## src/rtl/gate_table_sequencer_pkg.sv

```systemverilog
// rtl/gate_table_sequencer_pkg.sv - shared state encoding and golden truth constants
package gate_table_sequencer_pkg;

  localparam int STATE_W = 3;

  typedef enum logic [STATE_W-1:0] {
    ST_IDLE  = 3'd0,
    ST_DRIVE = 3'd1,
    ST_WAIT  = 3'd2,
    ST_CHECK = 3'd3,
    ST_DONE  = 3'd4
  } state_e;

  // Bit m is the expected gate output at minterm m, with a = MSB of the minterm.
  localparam logic [3:0] TRUTH_F_AND        = 4'b1000;
  localparam logic [3:0] TRUTH_F_OR         = 4'b1110;
  localparam logic [3:0] TRUTH_F_NAND       = 4'b0111;
  localparam logic [3:0] TRUTH_F_NOR        = 4'b0001;
  localparam logic [3:0] TRUTH_F_XOR        = 4'b0110;
  localparam logic [3:0] TRUTH_F_NOT_A_OR_B = 4'b1011;

endpackage

```

## src/rtl/gate_table_sequencer_settle_timer.sv

```systemverilog
// rtl/gate_table_sequencer_settle_timer.sv - loadable down-counter with zero flag
module gate_table_sequencer_settle_timer #(
  parameter int W = 1
) (
  input  logic         clk,
  input  logic         reset,
  input  logic         load_i,
  input  logic [W-1:0] value_i,
  input  logic         dec_i,
  output logic         zero_o
);

  logic [W-1:0] count_q;
  logic [W-1:0] count_d;

  always_comb begin
    count_d = count_q;
    if (load_i) begin
      count_d = value_i;
    end else if (dec_i && (count_q != '0)) begin
      count_d = count_q - W'(1);
    end
  end

  always_ff @(posedge clk) begin
    if (reset) begin
      count_q <= '0;
    end else begin
      count_q <= count_d;
    end
  end

  assign zero_o = (count_q == '0);

endmodule

```

## src/rtl/gate_table_sequencer.sv

```systemverilog
// rtl/gate_table_sequencer.sv - sweeps all minterms into two gate units and checks them against a truth table
module gate_table_sequencer
  import gate_table_sequencer_pkg::*;
#(
  parameter int                N_IN   = 2,
  parameter int                SETTLE = 1,
  parameter logic [2**N_IN-1:0] TRUTH = TRUTH_F_NOT_A_OR_B
) (
  input  logic                clk,
  input  logic                reset,
  input  logic                start,
  output logic [N_IN-1:0]     x_out,
  input  logic                y_struct,
  input  logic                y_expr,
  output logic                busy,
  output logic                done,
  output logic                pass,
  output logic [2**N_IN-1:0]  err_mask,
  output logic [N_IN:0]       err_count,
  output logic [N_IN-1:0]     cur_minterm
);

  localparam int                NM     = 2**N_IN;
  localparam int                ERR_W  = N_IN + 1;
  localparam int                CW     = (SETTLE > 1) ? $clog2(SETTLE) : 1;
  localparam logic [N_IN-1:0]   LAST_M = N_IN'(NM - 1);

  state_e            state_q, state_d;
  logic [N_IN-1:0]   x_q, x_d;
  logic [N_IN-1:0]   m_q, m_d;
  logic [NM-1:0]     mask_q, mask_d;
  logic [ERR_W-1:0]  cnt_q, cnt_d;
  logic              pass_q, pass_d;
  logic              timer_zero;
  logic              m_fail;

  gate_table_sequencer_settle_timer #(.W(CW)) u_timer (
    .clk     (clk),
    .reset   (reset),
    .load_i  (state_q == ST_DRIVE),
    .value_i (CW'(SETTLE - 1)),
    .dec_i   (state_q == ST_WAIT),
    .zero_o  (timer_zero)
  );

  // A minterm where both units disagree with the table still counts as one failure.
  assign m_fail = (y_struct != TRUTH[m_q]) | (y_expr != TRUTH[m_q]);

  always_comb begin
    state_d = state_q;
    x_d     = x_q;
    m_d     = m_q;
    mask_d  = mask_q;
    cnt_d   = cnt_q;
    pass_d  = pass_q;
    unique case (state_q)
      ST_IDLE: begin
        if (start) begin
          m_d     = '0;
          mask_d  = '0;
          cnt_d   = '0;
          pass_d  = 1'b0;
          state_d = ST_DRIVE;
        end
      end
      ST_DRIVE: begin
        x_d     = m_q;
        state_d = ST_WAIT;
      end
      ST_WAIT: begin
        if (timer_zero) begin
          state_d = ST_CHECK;
        end
      end
      ST_CHECK: begin
        if (m_fail) begin
          mask_d[m_q] = 1'b1;
          cnt_d       = cnt_q + ERR_W'(1);
        end
        if (m_q == LAST_M) begin
          state_d = ST_DONE;
        end else begin
          m_d     = m_q + N_IN'(1);
          state_d = ST_DRIVE;
        end
      end
      ST_DONE: begin
        pass_d  = (cnt_q == '0);
        state_d = ST_IDLE;
      end
      default: state_d = ST_IDLE;
    endcase
  end

  always_ff @(posedge clk) begin
    if (reset) begin
      state_q <= ST_IDLE;
      x_q     <= '0;
      m_q     <= '0;
      mask_q  <= '0;
      cnt_q   <= '0;
      pass_q  <= 1'b0;
    end else begin
      state_q <= state_d;
      x_q     <= x_d;
      m_q     <= m_d;
      mask_q  <= mask_d;
      cnt_q   <= cnt_d;
      pass_q  <= pass_d;
    end
  end

  assign x_out       = x_q;
  assign cur_minterm = m_q;
  assign err_mask    = mask_q;
  assign err_count   = cnt_q;
  assign pass        = pass_q;
  assign busy        = (state_q == ST_DRIVE) || (state_q == ST_WAIT) || (state_q == ST_CHECK);
  assign done        = (state_q == ST_DONE);

endmodule
```

## config.mk

```make
export PLATFORM = sky130hd
export DESIGN_NAME = gate_table_sequencer
export DESIGN_NICKNAME = d
export VERILOG_FILES = /design/src/rtl/gate_table_sequencer_pkg.sv /design/src/rtl/gate_table_sequencer_settle_timer.sv /design/src/rtl/gate_table_sequencer.sv
export SDC_FILE = /design/constraint.sdc
export NUM_CORES = 1
export LEC_CHECK = 0
export BUFFER_PORTS_ARGS = -buffer_cell sky130_fd_sc_hd__buf_2
export CORE_ASPECT_RATIO = 1.5
export CORE_UTILIZATION = 40
export CTS_CLUSTER_SIZE = 14
export DETAILED_ROUTE_END_ITERATION = 6
export PLACE_DENSITY = 0.64
export SETUP_SLACK_MARGIN = 0.02
export SLEW_MARGIN = 25
export SYNTH_ARGS = -nofsm -noshare
export SYNTH_HDL_FRONTEND = slang
export SYNTH_SLANG_ARGS = --single-unit
```

## constraint.sdc

```tcl
create_clock -name clk -period 2.1 [get_ports clk]
set_input_delay 0.315 -clock clk [delete_from_list [all_inputs] [get_ports clk]]
set_output_delay 0.315 -clock clk [all_outputs]
set_load 0.005 [all_outputs]
```

==> results of run 1 <==
## state kept, by name, indices dropped and copies added (netlist names)
register and cells:
err_mask 4, err_count 3, state_q 3, cur_minterm 2, x_out 2, pass 1
u_timer.count_q 1
## placed cells by master, fill, tap and decap left out, types with 3 or more instances in the layout
| master | count |
|---|---|
| buf_2 | 18 |
| dfxtp_1 | 16 |
| nor2_1 | 11 |
| ha_1 | 7 |
| nand3b_1 | 5 |
| inv_1 | 4 |
| a41oi_1 | 4 |
| nor3b_1 | 3 |
| mux2i_1 | 3 |
| clkbuf_4 | 3 |
## area by class of cell
class / instances / area [µm²] / share of cell area [%]
well taps: 21 / 26.3 / 2.82
clock buffers: 3 / 22.5 / 2.41
repair buffers: 18 / 90.1 / 9.65
multi-input cells: 60 / 459 / 49.2
flip-flops and latches: 16 / 320 / 34.3
inverters: 4 / 15.0 / 1.61
## per-stage QoR
stage	power [µW]	hold WS, ns
global route	620	0.392
global placement	438	0.458
floorplan	416	0.418
CTS	600	0.365
detailed placement	440	0.461
finish	595	0.366
## layer usage
layer  wire [µm]  vias to the layer above  global-route usage [%]
li1            -                      339                       -
met1         735                      327                    20.0
met2         800                       14                    26.2
met3          43                        4                    2.30
met4          42                        0                    11.8
met5           0                        -                       0
## power by group through the flow
stage | clock network [µW] | logic [µW] | registers (µW)
after CTS | 166 | 98.8 | 335
after global placement | 0 | 96.9 | 341
after global routing | 173 | 111 | 337
after detailed placement | 0 | 97.9 | 342
final | 162 | 97.6 | 335
after floorplan | 0 | 91.3 | 325
## critical path: stages, from the launching register on
cell and delay, ns:
dfxtp_1 0.37, inv_1 0.14, ha_1 0.17, or3b_1 0.48, nand4_1 0.16, mux2_4 0.30
## how the worst max path moves through the flow
stage,from,to
6_report,cur_minterm[0],err_count[2]
4_1_cts,cur_minterm[0],err_count[2]
5_1_grt,cur_minterm[0],err_count[2]
3_5_place_dp,cur_minterm[0],err_count[2]
2_1_floorplan,cur_minterm[0],err_count[2]
3_3_place_gp,cur_minterm[0],err_count[2]
## logic make-up after synthesis
family	Yosys count	share of synthesized area, %
AO/OA/AOI/OAI	14	12.8
XOR/XNOR	1	1.06
adder cells (fa/ha/maj)	7	10.6
buffers and inverters	10	6.03
flip-flops	16	38.6
multiplexers	4	5.43
AND/OR/NAND/NOR	34	25.5
==> flow_summary_export.csv, run 1 <==
group,metric,value,unit
run_status,status,"complete, no violations",
layout,fin_nets,115,
power_and_ir_drop,powerDensity,637,nW/µm²
global_routing,grt_start_max_net_pins,17,
drt,ant_nets,0,
drt,vias,684,
synthesis,syn_area_per_cell,9.65,µm²
place,dp_hpwl,1.14,mm
synthesis,synth_seq_cells,16,
global_routing,antenna_found_initial,0,
clock_network,cts-buffers-inserted,3,
synthesis,yosysMostFrequentCell,"dfxtp_1",
drt,vias_per_cell,5.61,
synthesis,synth_cell_type_count,33,
clock_network,clock_latency,0.29,ns
drt,wire_per_inst,13.3,µm
drt,drc,0,
synthesis,syn_area,830,µm²
power_and_ir_drop,p_leak,0.000406,µW
sta,worstMarginPinSlew,0.401,ns
job,drv_cap,0,
sta,period_needed,1.73,ns
clock_network,cts.sinks,16,
synthesis,synth-edff-count,0,
power_and_ir_drop,p_int,426,µW
floorplan,num_rows,19,
synthesis,synth_top_area_share,38.6,%
power_and_ir_drop,combinationalPowerShare,16.4,%
worst_setup_path,start_kind,"flop",
drt,wl,1.62,mm
floorplan,io_pins,19,
worst_setup_path,r2r-end,"err_count[2]",
worst_setup_path,r2r_cells,5,
global_routing,grt_util_all_layers,16.7,%
clock_network,cts_resized,0,
synthesis,yosys_warnings,0,
sta,max_freq,578,MHz
sta,relSlewSlack,73.2,%
synthesis,ys_top_cells_by_area,"dfxtp_1, ha_1, nor2_1, nand3b_1, a41oi_1",
min_path,holdPathEnd,"state_q[2]",
min_path,hold_path_startpoint,"reset",
min_path,hold_class,"in -> reg",
worst_setup_path,critPathArrivalTime,1.91,ns
worst_setup_path,crit_fanout,9,
sta,clock_skew,0.000889,ns
clock_network,root_buffer,"clkbuf_4",
sta,hold_viol,0,
global_routing,grt_pass1_wl,2.60,mm
floorplan,initial_core_util,43.6,%
place,dpl-instance-area,911,µm²
worst_setup_path,cp.required,2.28,ns
layout,num-fill-cells,199,
clock_network,cts.clk_slew.worst_paths,0.09,ns
layout,area_growth,12.5,%
synthesis,synthArstFlopShare,0,%
place,place_congestion,0.783,
sta,layout_setup_ws,0.371,ns
worst_setup_path,r2r-start,"cur_minterm[0]",
global_routing,grt_overflow,0,
global_routing,grt_pass1_vias,613,
power_and_ir_drop,vdd_drop_max,339,µV
sta,period_share,82.3,%
floorplan,die_area,2260,µm²
sta,setup_violations,0,
power_and_ir_drop,power.share.clock,27.3,%
layout,design_area,933,µm²
sta,slew_viol_final,0,
synthesis,yosys-top-cells-count,"dfxtp_1, nor2_1, ha_1",
clock_network,post_cts_buffers,0,
synthesis,synth_ff_type,"dfxtp_1",
layout,utilization,49.1,%
place,post-place-ws,0.396,ns
power_and_ir_drop,swShare,28.3,%
synthesis,synthCells,86,
sta,setup_tns,0,ns
drt,drt-initial-drc-count,15,
synthesis,ys_seq_area_share,38.6,%
worst_setup_path,setup.worst_path.end_class,"flop",
worst_setup_path,rrSetupSlack,0.37,ns
layout,final_cells,122,
place,io_buffer_count,18,
layout,drive_above_1_share,23.8,%
worst_setup_path,critPathKind,"reg -> reg",
clock_network,cts_tree,"built",
floorplan,fp.dieH,57.8,µm
synthesis,syn-num-nets,98,
place,place_inst,119,
power_and_ir_drop,seqPwrFrac,56.3,%
min_path,worstHoldPathCells,2,
clock_network,htree_levels,1,
synthesis,yosys.area.top_type,"dfxtp_1",
layout,insertedDiodeCount,0,
clock_network,holdBufCountCts,0,
drt,drt_first_pass_iters,4,
sta,rsz0062_at_grt,"false",
floorplan,coreArea,1900,µm²
clock_network,clk_path_buf_depth,2,
power_and_ir_drop,p_sw,168,µW
floorplan,fp.dieW,39.2,µm
Power figures use the tool's default switching activity.
==> run 2, diff against run 1 <==
Clock period 2.1 ns to 1.8 ns, I/O delays scaled along.
==> run 2 against run 1 <==
  * Via count shrank 1.5%
  * Cell count grew 3.3%
  * Sequential share of layout area fell by 1.3 points
  * Wire length grew 0.43%
  * Design area rose by 3.9%
  * Largest power group unchanged
  * Die area unchanged
==> flow_summary_export.csv, run 2 (same netlist as run 1, synthesis figures left out) <==
group,metric,value,unit
clock_network,clock_latency,0.28,ns
global_routing,grt_pass1_vias,646,
power_and_ir_drop,combinationalPowerShare,16.0,%
worst_setup_path,r2r-start,"cur_minterm[0]",
layout,final_common_cell,"buf_2",
sta,setup_violations,0,
job,drv_cap,0,
power_and_ir_drop,p_sw,195,µW
global_routing,antenna_found_initial,0,
min_path,worstHoldPathCells,2,
sta,period_share,92.3,%
floorplan,coreArea,1900,µm²
run_status,status,"complete, no violations",
drt,drt-initial-drc-count,11,
worst_setup_path,rrSetupSlack,0.14,ns
global_routing,grt_util_all_layers,17.8,%
worst_setup_path,cp.required,1.97,ns
power_and_ir_drop,powerDensity,765,nW/µm²
clock_network,post_cts_buffers,0,
layout,fin_nets,118,
sta,hold_viol,0,
worst_setup_path,r2r_cells,5,
drt,drc,0,
min_path,hold_class,"in -> reg",
sta,rsz0062_at_grt,"false",
place,post-place-ws,0.168,ns
layout,num-fill-cells,199,
worst_setup_path,crit_family,"simple AND/OR/NAND/NOR gates",
clock_network,root_buffer,"clkbuf_4",
worst_setup_path,crit_slowest_cell,"or3b_1",
worst_setup_path,setup.worst_path.end_class,"flop",
layout,insertedDiodeCount,0,
layout,mostFrequentLayoutCells,"buf_2, dfxtp_1, nor2_1",
place,place_congestion,0.736,
floorplan,fp.dieH,57.8,µm
layout,utilization,51.0,%
floorplan,initial_core_util,43.6,%
sta,setup_tns,0,ns
clock_network,holdBufCountCts,0,
sta,layout_setup_ws,0.138,ns
sta,clock_skew,0.00583,ns
clock_network,cts.clk_slew.worst_paths,0.10,ns
power_and_ir_drop,swShare,26.3,%
min_path,hold_path_startpoint,"reset",
place,dp_hpwl,1.21,mm
sta,max_freq,602,MHz
layout,drive_above_1_share,26.7,%
clock_network,cts_tree,"built",
power_and_ir_drop,power.share.clock,31.3,%
global_routing,grt_pass1_wl,2.82,mm
floorplan,die_area,2260,µm²
worst_setup_path,crit_fanout,9,
worst_setup_path,worst-path-stages,5,
worst_setup_path,critPathKind,"reg -> reg",
worst_setup_path,worstPathCellList,"inv_1 > ha_1 > or3b_1 > nand4_1 > mux2_4",
global_routing,grt_start_max_net_pins,17,
sta,relSlewSlack,74.4,%
layout,largest_reg_flops,4,
clock_network,cts.sinks,16,
place,io_buffer_count,18,
worst_setup_path,cp_num_buf_inv,1,
layout,area_growth,16.9,%
worst_setup_path,start_kind,"flop",
power_and_ir_drop,p_leak,0.000429,µW
power_and_ir_drop,seqPwrFrac,52.6,%
floorplan,io_pins,19,
power_and_ir_drop,p_int,546,µW
worst_setup_path,slowest_delay,0.48,ns
power_and_ir_drop,vdd_drop_max,474,µV
clock_network,cts_resized,0,
drt,wl,1.63,mm
floorplan,fp.dieW,39.2,µm
clock_network,cts-buffers-inserted,3,
worst_setup_path,r2r-end,"err_count[2]",
sta,period_needed,1.66,ns
sta,slew_viol_final,0,
layout,ff_latch_area,320,µm²
drt,ant_nets,0,
clock_network,htree_levels,1,
floorplan,num_rows,19,
sta,worstMarginPinSlew,0.383,ns
drt,vias_per_cell,5.35,
worst_setup_path,critPathArrivalTime,1.83,ns
layout,multi_input_area,459,µm²
drt,wire_per_inst,12.9,µm
min_path,holdPathEnd,"state_q[2]",
clock_network,clk_path_buf_depth,2,
global_routing,grt_overflow,0,
drt,drt_first_pass_iters,2,
drt,vias,674,
-- run 2: changes by cell type in the layout (fill, tap and decap cells not counted) --
cell / delta
buf_4: +3
clkbuf_8: +1
-- run 2: how the worst max path moves through the flow --
stage              endpoint      startpoint
2_1_floorplan  err_count[2]  cur_minterm[0]
3_3_place_gp   err_count[2]  cur_minterm[0]
3_5_place_dp   err_count[2]  cur_minterm[0]
6_report       err_count[2]  cur_minterm[0]
4_1_cts        err_count[2]  cur_minterm[0]
5_1_grt        err_count[1]  cur_minterm[0]
-- run 2: stage by stage --
step                      cell area (µm²)  hold WS [ns]  instances  power, µW
after CTS                             970         0.325        126        754
final                                 970         0.321        126        741
after global routing                  970         0.336        126        785
after floorplan                       830         0.373         86        486
after global placement                933         0.459        122        513
after detailed placement              933         0.463        122        518
-- run 2: area by class of cell --
type / instances / share of cell area (%)
inverter: 4 / 1.55
clock buffer: 4 / 3.74
sequential: 16 / 33.0
multi-input combinational: 60 / 47.4
timing repair buffer: 21 / 11.6
tap: 21 / 2.71
-- run 2: power by group through the flow --
| stage | combinational (µW) | sequential, µW | clock [µW] |
|---|---|---|---|
| 4_1_cts | 121 | 390 | 243 |
| 3_5_place_dp | 120 | 398 | 0 |
| 6_report | 119 | 390 | 232 |
| 3_3_place_gp | 117 | 396 | 0 |
| 2_1_floorplan | 106 | 379 | 0 |
| 5_1_grt | 135 | 393 | 257 |
-- run 2: worst register-to-register path, delay by kind of cell, from the launching register on --
| family | cells | cell delay [ns] |
|---|---|---|
| and+or+nand+nor | 2 | 0.65 |
| DFF | 1 | 0.32 |
| muxes | 1 | 0.30 |
| adders and majority gates | 1 | 0.17 |
| buffers and inverters | 1 | 0.11 |
-- run 2: per-layer routing --
layer  vias up  track usage [%]  wire length (µm)
li1        347                -                 -
met1       317             22.6               753
met2         8             28.6               825
met3         2             2.30                31
met4         0             8.87                18
met5         -                0                 0
